### src/rtl/mem_port_arbiter.sv
// Two-port (CPU / debug loader) arbiter in front of a single unified memory.
// Optional feature macro: MEM_ARB_RR_EN selects round-robin tie-breaking; undefined gives fixed CPU priority.
module mem_port_arbiter #(
  parameter int AW      = 32,
  parameter int DW      = 32,
  parameter int MEM_LAT = 1
) (
  input  logic          i_clk,
  input  logic          i_rst_n,
  input  logic          i_cpu_req,
  input  logic          i_cpu_we,
  input  logic [AW-1:0] i_cpu_addr,
  input  logic [DW-1:0] i_cpu_wdata,
  output logic          o_cpu_gnt,
  output logic          o_cpu_rvalid,
  output logic [DW-1:0] o_cpu_rdata,
  input  logic          i_dbg_req,
  input  logic          i_dbg_we,
  input  logic [AW-1:0] i_dbg_addr,
  input  logic [DW-1:0] i_dbg_wdata,
  output logic          o_dbg_gnt,
  output logic          o_dbg_rvalid,
  output logic [DW-1:0] o_dbg_rdata,
  output logic          o_mem_en,
  output logic          o_mem_we,
  output logic [AW-1:0] o_mem_addr,
  output logic [DW-1:0] o_mem_wdata,
  input  logic [DW-1:0] i_mem_rdata,
  output logic          o_busy,
  output logic          o_owner
);

  typedef enum logic [1:0] {
    S_IDLE   = 2'd0,
    S_ACCESS = 2'd1,
    S_WAIT   = 2'd2,
    S_RESP   = 2'd3
  } state_t;

  if ((MEM_LAT < 1) || (MEM_LAT > 8)) begin : g_lat_check
    $error("mem_port_arbiter: MEM_LAT must be in 1..8");
  end

  localparam logic [2:0] WAIT_LOAD = 3'(MEM_LAT - 1);

  state_t        r_state;
  state_t        w_state_next;
  logic [2:0]    r_cnt;
  logic [2:0]    w_cnt_next;
  logic          w_grant;
  logic          w_capture;
  logic          w_win;
  logic          r_owner;
  logic          r_mem_en;
  logic          r_mem_we;
  logic [AW-1:0] r_mem_addr;
  logic [DW-1:0] r_mem_wdata;

  // Port 0 = CPU, port 1 = debug; index matches the owner encoding.
  logic          w_we    [2];
  logic [AW-1:0] w_addr  [2];
  logic [DW-1:0] w_wdata [2];

  assign w_we[0]    = i_cpu_we;
  assign w_we[1]    = i_dbg_we;
  assign w_addr[0]  = i_cpu_addr;
  assign w_addr[1]  = i_dbg_addr;
  assign w_wdata[0] = i_cpu_wdata;
  assign w_wdata[1] = i_dbg_wdata;

`ifdef MEM_ARB_RR_EN
  logic r_last_owner;

  assign w_win = (i_cpu_req && i_dbg_req) ? ~r_last_owner : i_dbg_req;

  // Resets to debug so that the CPU takes the first tie.
  always_ff @(posedge i_clk or negedge i_rst_n) begin
    if (!i_rst_n) begin
      r_last_owner <= 1'b1;
    end else if (w_grant) begin
      r_last_owner <= w_win;
    end
  end
`else
  assign w_win = ~i_cpu_req & i_dbg_req;
`endif

  always_comb begin
    w_state_next = r_state;
    w_cnt_next   = r_cnt;
    w_grant      = 1'b0;
    w_capture    = 1'b0;
    case (r_state)
      S_IDLE: begin
        if (i_cpu_req || i_dbg_req) begin
          w_grant      = 1'b1;
          w_state_next = S_ACCESS;
        end
      end
      S_ACCESS: begin
        if (r_mem_we) begin
          w_state_next = S_IDLE;
        end else if (MEM_LAT > 1) begin
          w_state_next = S_WAIT;
          w_cnt_next   = WAIT_LOAD;
        end else begin
          w_state_next = S_RESP;
          w_capture    = 1'b1;
        end
      end
      S_WAIT: begin
        // Read data is captured on the edge that enters RESP.
        if (r_cnt <= 3'd1) begin
          w_state_next = S_RESP;
          w_capture    = 1'b1;
        end else begin
          w_cnt_next = r_cnt - 3'd1;
        end
      end
      S_RESP: begin
        w_state_next = S_IDLE;
      end
      default: begin
        w_state_next = S_IDLE;
      end
    endcase
  end

  always_ff @(posedge i_clk or negedge i_rst_n) begin
    if (!i_rst_n) begin
      r_state     <= S_IDLE;
      r_cnt       <= 3'd0;
      r_owner     <= 1'b0;
      r_mem_en    <= 1'b0;
      r_mem_we    <= 1'b0;
      r_mem_addr  <= '0;
      r_mem_wdata <= '0;
    end else begin
      r_state  <= w_state_next;
      r_cnt    <= w_cnt_next;
      r_mem_en <= w_grant;
      if (w_grant) begin
        r_owner     <= w_win;
        r_mem_we    <= w_we[w_win];
        r_mem_addr  <= w_addr[w_win];
        r_mem_wdata <= w_wdata[w_win];
      end else begin
        r_mem_we <= 1'b0;
      end
    end
  end

  for (genvar gi = 0; gi < 2; gi++) begin : g_port
    localparam logic PORT_ID = 1'(gi);
    logic          r_gnt;
    logic          r_rvalid;
    logic [DW-1:0] r_rdata;

    always_ff @(posedge i_clk or negedge i_rst_n) begin
      if (!i_rst_n) begin
        r_gnt    <= 1'b0;
        r_rvalid <= 1'b0;
        r_rdata  <= '0;
      end else begin
        r_gnt    <= w_grant && (w_win == PORT_ID);
        r_rvalid <= w_capture && (r_owner == PORT_ID);
        if (w_capture && (r_owner == PORT_ID)) begin
          r_rdata <= i_mem_rdata;
        end
      end
    end
  end

  assign o_cpu_gnt    = g_port[0].r_gnt;
  assign o_cpu_rvalid = g_port[0].r_rvalid;
  assign o_cpu_rdata  = g_port[0].r_rdata;
  assign o_dbg_gnt    = g_port[1].r_gnt;
  assign o_dbg_rvalid = g_port[1].r_rvalid;
  assign o_dbg_rdata  = g_port[1].r_rdata;
  assign o_mem_en     = r_mem_en;
  assign o_mem_we     = r_mem_we;
  assign o_mem_addr   = r_mem_addr;
  assign o_mem_wdata  = r_mem_wdata;
  assign o_owner      = r_owner;
  assign o_busy       = (r_state != S_IDLE);

endmodule

### config.mk
export PLATFORM = sky130hd
export DESIGN_NAME = mem_port_arbiter
export DESIGN_NICKNAME = d
export VERILOG_FILES = /design/src/rtl/mem_port_arbiter.sv
export SDC_FILE = /design/constraint.sdc
export NUM_CORES = 1
export LEC_CHECK = 0
export ABC_AREA = 1
export CAP_MARGIN = 20
export CORE_ASPECT_RATIO = 0.6
export CORE_UTILIZATION = 38
export CTS_BUF_LIST = sky130_fd_sc_hd__clkbuf_2 sky130_fd_sc_hd__clkbuf_4 sky130_fd_sc_hd__clkbuf_8
export CTS_CLUSTER_SIZE = 28
export DETAILED_ROUTE_END_ITERATION = 6
export PLACE_DENSITY = 0.8
export REMOVE_ABC_BUFFERS = 1
export SETUP_SLACK_MARGIN = 0.05
export SYNTH_ARGS = -nofsm -noshare
export SYNTH_HDL_FRONTEND = slang
export SYNTH_SLANG_ARGS = --single-unit
### constraint.sdc
create_clock -name i_clk -period 1.43 [get_ports i_clk]
set_input_delay 0.429 -clock i_clk [delete_from_list [all_inputs] [get_ports i_clk]]
set_output_delay 0.429 -clock i_clk [all_outputs]
set_load 0.01 [all_outputs]
=== Word-level counts from Yosys, hierarchy flattened ===
Cells that the tools add are included.

* Add/sub/neg operators: 1
* Magnitude comparators: 2
* Equality and inequality tests: 5
* Multiplexer cells: 19
* Bitwise logic cells: 6
* Reduce and logical (&&, ||, !) cells: 9

{| class="wikitable"
|+ Operators by type and width
! kind !! count
|-
| 32-bit two-way mux || 6
|-
| 1-bit two-way mux || 8
|-
| 2-bit one-hot mux with 4 select lines || 1
|-
| 2-bit two-way mux || 3
|-
| 2-bit == test (second input constant) || 2
|-
| 1-bit logical AND || 4
|-
| 2-bit inequality test (second input constant) || 2
|-
| 1-bit inverter || 4
|-
| 2-bit AND reduction || 2
|-
| 3-bit by 1-bit <= comparator with 1-bit output (second input constant) || 1
|-
| 3-bit by 1-bit subtractor with 3-bit output (second input constant) || 1
|-
| 2-bit by 1-bit == test with 1-bit output (second input constant) || 1
|-
| 2-bit greater-or-equal comparator (second input constant) || 1
|-
| 2-bit logical NOT || 1
|-
| 1-bit inverter with 2-bit output || 1
|-
| 1-bit one-hot mux with 2 select lines || 1
|-
| 2-bit nonzero test || 1
|-
| 1-bit AND || 1
|-
| 1-bit logical OR || 1
|}

* Bits in registers: 140
* Output and inout port bits: 136
* Logic and storage cells: 55

=== Longest topological paths before layout ===
Gate-level depths: netlist of run 1.

* Depth in word-level cells: 7
* Mapped depth: 10
* Depth with buffers taken out: 9

=== Worst setup path before layout of run 1 ===
No wires, ideal clock.

* Path kind: reg-to-reg
* Start: register r_state[0]
* End: register g_port[0].r_rdata[21], in the netlist o_cpu_rdata[21]
* Data arrival time: 1.393 ns
* Required time: 1.364 ns
* Setup slack: -0.029 ns
* Stages on the path, launching flop included: 7
* Cell sequence: dfrtp_1 -> inv_1 -> ha_1 -> buf_2 -> clkbuf_1 -> nand4_1 -> nand2_1

* Cells in the longest elaborated chain, start to end: 3
* Elaborated cells on any way between the ends: 4
* Classes of those cells: eq/ne (2); mux (1); reduce/logical (1)

{| class="wikitable"
|+ RTL lines
! what !! line !! source
|-
| start, declared || 46 || <nowiki>state_t r_state;</nowiki>
|-
| start signal, assigned || 139 || <nowiki>r_state <= w_state_next;</nowiki>
|-
| 2-bit == test or 2-bit by 1-bit == test with 1-bit output (tied branches) || 93 || <nowiki>case (r_state)</nowiki>
|-
| 1-bit one-hot mux with 2 select lines * || 93 ||
|-
| 1-bit logical AND * || 167 || <nowiki>if (w_capture && (r_owner == PORT_ID)) begin</nowiki>
|-
| end signal, assigned || 168 || <nowiki>r_rdata <= i_mem_rdata;</nowiki>
|-
| end, declared || 157 || <nowiki>logic [DW-1:0] r_rdata;</nowiki>
|}

Mark *: on every way between the ends. The rest lies on a longest branch, timed or not.
A chain may end at the register's enable or synchronous reset.

=== Final worst setup path of run 1 ===
* Start: register r_state[0]
* End: register g_port[0].r_rdata[0], in the netlist o_cpu_rdata[0]

Same word-level chain as after synthesis.

==> metrics.cfg, run 1 <==
[floorplanning]
core_area_um2=15700
dieArea_um2=17000
die_y_um=101
row_count=35
start_util=0.398
die_w_um=168
io_pins=302

[sta]
fin_skew_ns=0.0150
layout_worst_path_cycle_share=1.18
finalMaxSlewViolations=0
fin_ws_ns=-0.264
tns_ns=-23.73
holdWs_ns=0.374
rsz0062_at_grt=yes
tightest_slew_ns=0.332
min_period_ns=1.69
fmax_mhz=590
hold_viol_final=0
setup-violations-final=135
relSlewSlack=0.779

[global_routing]
first_global_vias=6262
grt_overflow_total=0
antenna_found_initial=0
grt_start_max_net_pins=54
grtUsageTotal=0.268
grt_pass1_wl_mm=34.8

[power]
p_leak_nw=5.80
power_density_nw_per_um2=2420
vdd_drop_max_v=0.00123

[cts]
cts_htree_levels=4
root_buffer=clkbuf_8
cts_tree=built
clock_sinks=140
cts_buffers=17
clk_pin_slew_ns=0.09
clk_latency_ns=0.43
clock_path_buffers=2

[place]
dpl-instance-area_um2=9690
dp_hpwl_mm=14.5
dp_slack_ns=-0.463
place_congestion=0.809
io_buffers=301

[min_path]
hold_path_class=in -> async

[worst_setup_path]
cp.required_ns=1.80
slowest_delay_ns=0.42
ff2ff_setup_slack_ns=-0.26
cp-end-kind=flip-flop
crit_type=reg -> reg
critPathMaxFanout=6
worstSetupStartpointType=flip-flop
reg2reg_depth=10
crit_arrival_ns=2.06
crit_chain=inv_2 -> buf_4 -> ha_4 -> nand3_4 -> nand2_4 -> buf_8 -> buf_6 -> bufbuf_16 -> nand4_1 -> nand2_1
cpMaxStageDelayCell=dfrtp_1

[job]
cap_violations=0

[final_layout]
insertedDiodeCount=0
fillers=1048
final_area_um2=11800
final_util=0.750
nets=1262
drive_above_1_share=0.447
area_growth_pct=88.6

[status]
violations=negative setup slack
status=complete, but fails checks

[route]
routed_wl_mm=26.2
drc_errors=0
drtIter0Drc=416
postRouteAntennaNets=0
dr.pass1.iters=5
vias=6781
vias_per_cell=5.19
wl_per_cell_um=20.1

[synth]
synth_area_um2=6250
ys_seq_area_frac=0.560
synth_cells=621
ys_ff_latch=140
ys_types=25
synth-warning-count=0
synth.avg_cell_area_um2=10.1

## placed cells by master, fill, tap and decap left out, types with 6 or more instances in the layout
| master | netlist | layout |
|---|---|---|
| buf_6 | 15 | 76 |
| clkdlybuf4s50_1 | 0 | 164 |
| a22oi_2 | 50 | 64 |
| dfrtp_1 | 140 | 140 |
| inv_2 | 3 | 6 |
| nand4_1 | 64 | 64 |
| inv_1 | 11 | 6 |
| buf_16 | 0 | 9 |
| clkbuf_16 | 0 | 10 |
| nand2_4 | 0 | 7 |
| nand2_2 | 2 | 37 |
| buf_12 | 0 | 19 |
| nand2_1 | 266 | 224 |
| buf_2 | 16 | 71 |
| buf_4 | 1 | 142 |
| clkbuf_8 | 0 | 17 |
## cells in the mapped netlist (all sizes together)
| master | count | area [um^2] |
|---|---|---|
| nand3 | 3 | 25.0 |
| xor2 | 1 | 8.76 |
| dfrtp | 140 | 3500 |
| buf | 41 | 335 |
| a22o | 1 | 8.76 |
| nand2 | 268 | 1010 |
| xnor2 | 1 | 8.76 |
| inv | 14 | 52.6 |
| nand4 | 64 | 400 |
| o21a | 1 | 7.51 |
| ha | 5 | 62.6 |
| o21ai | 7 | 42.5 |
| clkbuf | 7 | 26.3 |
| a22oi | 64 | 731 |
| nor2 | 4 | 30.0 |
## cell families after synthesis
group           count (synthesis)  synth area share
compound gates                 73             0.126
xor+xnor                        2           0.00280
fa+ha+maj                       5            0.0100
buf+inv                        62            0.0662
flops                         140             0.560
simple gates                  339             0.234
## report_power, final
part / total, W / internal (W) / switching (W) / leakage (nW)
Sequential: 0.00712 / 0.00589 / 0.00123 / 1.73
Clock: 0.00338 / 0.00175 / 0.00163 / 0.203
Combinational: 0.0181 / 0.00990 / 0.00817 / 3.87
## critical path: cells and delay by family, from the launching register on
family	cells	cell delay, ns
buffers and inverters	5	0.72
adder cells (fa/ha/maj)	1	0.15
AND/OR/NAND/NOR	4	0.36
flip-flops	1	0.42
## flip-flops by register name, summed over array words and instances (netlist names)
name,count
o_cpu_gnt,1
o_cpu_rdata,32
o_cpu_rvalid,1
o_dbg_gnt,1
o_dbg_rdata,32
o_dbg_rvalid,1
o_mem_addr,32
o_mem_en,1
o_mem_wdata,32
o_mem_we,1
o_owner,1
r_cnt,3
r_state,2
## stage by stage
stage	power [W]	cells
2_1_floorplan	0.0121	573
3_3_place_gp	0.0191	1123
3_5_place_dp	0.0194	1123
4_1_cts	0.0253	1238
5_1_grt	0.0300	1307
6_report	0.0286	1307
## metal layers
| metal | vias up | share of wire | global-route usage |
|---|---|---|---|
| li1 | 3063 | - | - |
| met1 | 3338 | 0.41 | 0.358 |
| met2 | 340 | 0.49 | 0.437 |
| met3 | 40 | 0.084 | 0.0676 |
| met4 | 0 | 0.018 | 0.0805 |
| met5 | - | 0 | 0 |
## path summary, 6_finish.rpt
kind                                        startpoint                     endpoint
min in group i_clk         o_cpu_rdata[20]$_DFFE_PN0P_  o_cpu_rdata[20]$_DFFE_PN0P_
setup / recovery                r_state[0]$_DFFE_PN0P_   o_cpu_rdata[0]$_DFFE_PN0P_
hold / removal                                 i_rst_n  o_dbg_rdata[30]$_DFFE_PN0P_
setup reg to reg                r_state[0]$_DFFE_PN0P_   o_cpu_rdata[0]$_DFFE_PN0P_
max in group asynchronous                      i_rst_n   o_cpu_rdata[6]$_DFFE_PN0P_
hold reg to reg            o_cpu_rdata[20]$_DFFE_PN0P_  o_cpu_rdata[20]$_DFFE_PN0P_
## timing repair
action	in CTS	in global routing
endpoints found under the setup margin	267	272
hold buffers	1	0
resized for setup	654	83
pin swaps	24	25
endpoints found under the hold margin	7	0
gates cloned	11	13
buffers inserted	71	57
## area by class of cell
cell class	count	area (um^2)	share of cell area
inverter	14	62.6	0.00530
clock buffer	18	241	0.0205
sequential	140	3500	0.297
multi-input combinational	419	2620	0.222
tap	203	254	0.0215
timing repair buffer	499	4950	0.419
clock inverter	14	168	0.0142
Note: power is estimated with default switching activity, not from simulation.
==> run 2: changes to the inputs <==
--- a/config.mk
+++ b/config.mk
@@ -18,3 +18,4 @@
 export SYNTH_ARGS = -nofsm -noshare
 export SYNTH_HDL_FRONTEND = slang
 export SYNTH_SLANG_ARGS = --single-unit
+export TNS_END_PERCENT = 50
==> run 2 against run 1 <==
Compared with the run above: the flow still finishes with violations (negative setup slack); combinational power shrank 14%; critical endpoint is now o_busy; maximum frequency rose by 4.8%; clock power hardly changed; sequential power up 2%; total power decreased by 8.6%; worst hold slack got worse by 0.0029 ns; non-clock buffer count shrank 69; highest routed layer unchanged.
==> metrics.cfg, run 2 (synthesis gave the netlist of run 1 again) <==
[power]
power_density_nw_per_um2=2330
p_total_w=0.0261
p_leak_nw=5.35
vdd_drop_max_v=0.00157
p_int_w=0.0156
switching_power_w=0.0105
clkPwrFrac=0.129
pwr-share-seq=0.279
p_sw_frac=0.402
combPwrFrac=0.592

[sta]
fmax_mhz=618
tns_ns=-14.42
setup-violations-final=137
rsz0062_at_grt=yes
finalMaxSlewViolations=0
min_period_ns=1.62
fin_ws_ns=-0.187
tightest_slew_ns=0.323
relSlewSlack=0.784
fin_skew_ns=0.0155
hold_viol_final=0
layout_worst_path_cycle_share=1.13

[place]
dpl-instance-area_um2=9690
io_buffers=301
place_congestion=0.809
dp_slack_ns=-0.463
dp_hpwl_mm=14.5

[cts]
cts_buffers=17
root_buffer=clkbuf_8
clock_path_buffers=2
clk_pin_slew_ns=0.09
clock_sinks=140
cts_htree_levels=4
clk_latency_ns=0.43
cts_tree=built

[global_routing]
grt_start_max_net_pins=54
antenna_found_initial=0
grt_pass1_wl_mm=32.1
grtUsageTotal=0.244
first_global_vias=6040
grt_overflow_total=0

[final_layout]
nets=1193
drive_above_1_share=0.451
area_growth_pct=79.3
insertedDiodeCount=0
final_area_um2=11200
final_util=0.713
mostFrequentLayoutCells=nand2_1 (183), clkdlybuf4s50_1 (164), dfrtp_1 (139)
final_common_cell=nand2_1

[route]
vias=6242
drc_errors=0
wl_per_cell_um=18.4
dr.pass1.iters=4
vias_per_cell=5.04
routed_wl_mm=22.8
drtIter0Drc=309
postRouteAntennaNets=0

[floorplanning]
dieArea_um2=17000
io_pins=302
die_w_um=168
row_count=35
die_y_um=101
start_util=0.398
core_area_um2=15700

[worst_setup_path]
cp_common_cell=inv_2
worstSetupStartpointType=flip-flop
crit_type=reg -> out
crit_buf_inv=3
cp-end-kind=output port
critPathMaxFanout=2
cp.required_ns=1.00
cpMaxStageDelayCell=dfrtp_1
crit_arrival_ns=1.19
slowest_delay_ns=0.40
crit_family=flip-flops
crit_chain=inv_2 -> ha_4 -> inv_2 -> buf_6

[job]
cap_violations=0

[status]
status=complete, but fails checks
violations=negative setup slack

[min_path]
hold_path_class=in -> async

-- run 2: changes by cell type in the layout (fill, tap and decap cells not counted), sizes merged --
| cell | delta |
|---|---|
| buf | -66 |
| bufbuf | -2 |
| clkbuf | -1 |
-- run 2: per-stage QoR --
| step | hold slack [ns] | cells |
|---|---|---|
| after detailed placement | 0.248 | 1123 |
| final | 0.371 | 1238 |
| after CTS | 0.349 | 1221 |
| after global placement | 0.251 | 1123 |
| after floorplan | 0.133 | 573 |
| after global routing | 0.360 | 1238 |
-- run 2: final cells by class --
class	instances	area, um^2
Inverter	14	60.1
Tap cell	203	254
Clock buffer	18	241
Clock inverter	14	168
Multi-Input combinational cell	419	2860
Timing Repair Buffer	430	4130
Fill cell	1176	4510
Sequential cell	140	3500
-- run 2: metal layers --
layer  global-route usage  wire, um  up-vias
met5                    0         0        -
met4               0.0713       322        0
met3               0.0614      1510       26
met2                0.408     11000      230
met1                0.316      9960     3077
li1                     -         -     2909
-- run 2: final timing paths --
kind / end / cells after the start / slack, ns / startpoint
max: o_busy / 4 / -0.19 / r_state[0]$_DFFE_PN0P_
min: o_cpu_rdata[30]$_DFFE_PN0P_ / 2 / 0.37 / i_rst_n
max reg2reg: o_mem_we$_DFF_PN0_ / 9 / -0.17 / r_state[0]$_DFFE_PN0P_
min reg2reg: o_dbg_rdata[2]$_DFFE_PN0P_ / 2 / 0.47 / o_dbg_rdata[2]$_DFFE_PN0P_
max in group asynchronous: o_cpu_rdata[12]$_DFFE_PN0P_ / 3 / 0.54 / i_rst_n
min in group i_clk: o_dbg_rdata[2]$_DFFE_PN0P_ / 2 / 0.47 / o_dbg_rdata[2]$_DFFE_PN0P_
-- run 2: repair_timing --
item | 4_1_cts | 5_1_grt
endpoints found under the hold margin | 7 | 0
hold buffers | 1 | 0
buffers inserted | 65 | 4
pin swaps | 4 | 7
endpoints found under the setup margin | 267 | 274
resized for setup | 620 | 163
gates cloned | 0 | 14
-- run 2: power groups by stage --
stage	clock network, W	registers, W	logic (W)
after floorplan	0	0.00794	0.00417
after global placement	0	0.00703	0.0121
after detailed placement	0	0.00709	0.0123
after CTS	0.00345	0.00697	0.0128
after global routing	0.00362	0.00749	0.0165
final	0.00337	0.00729	0.0155
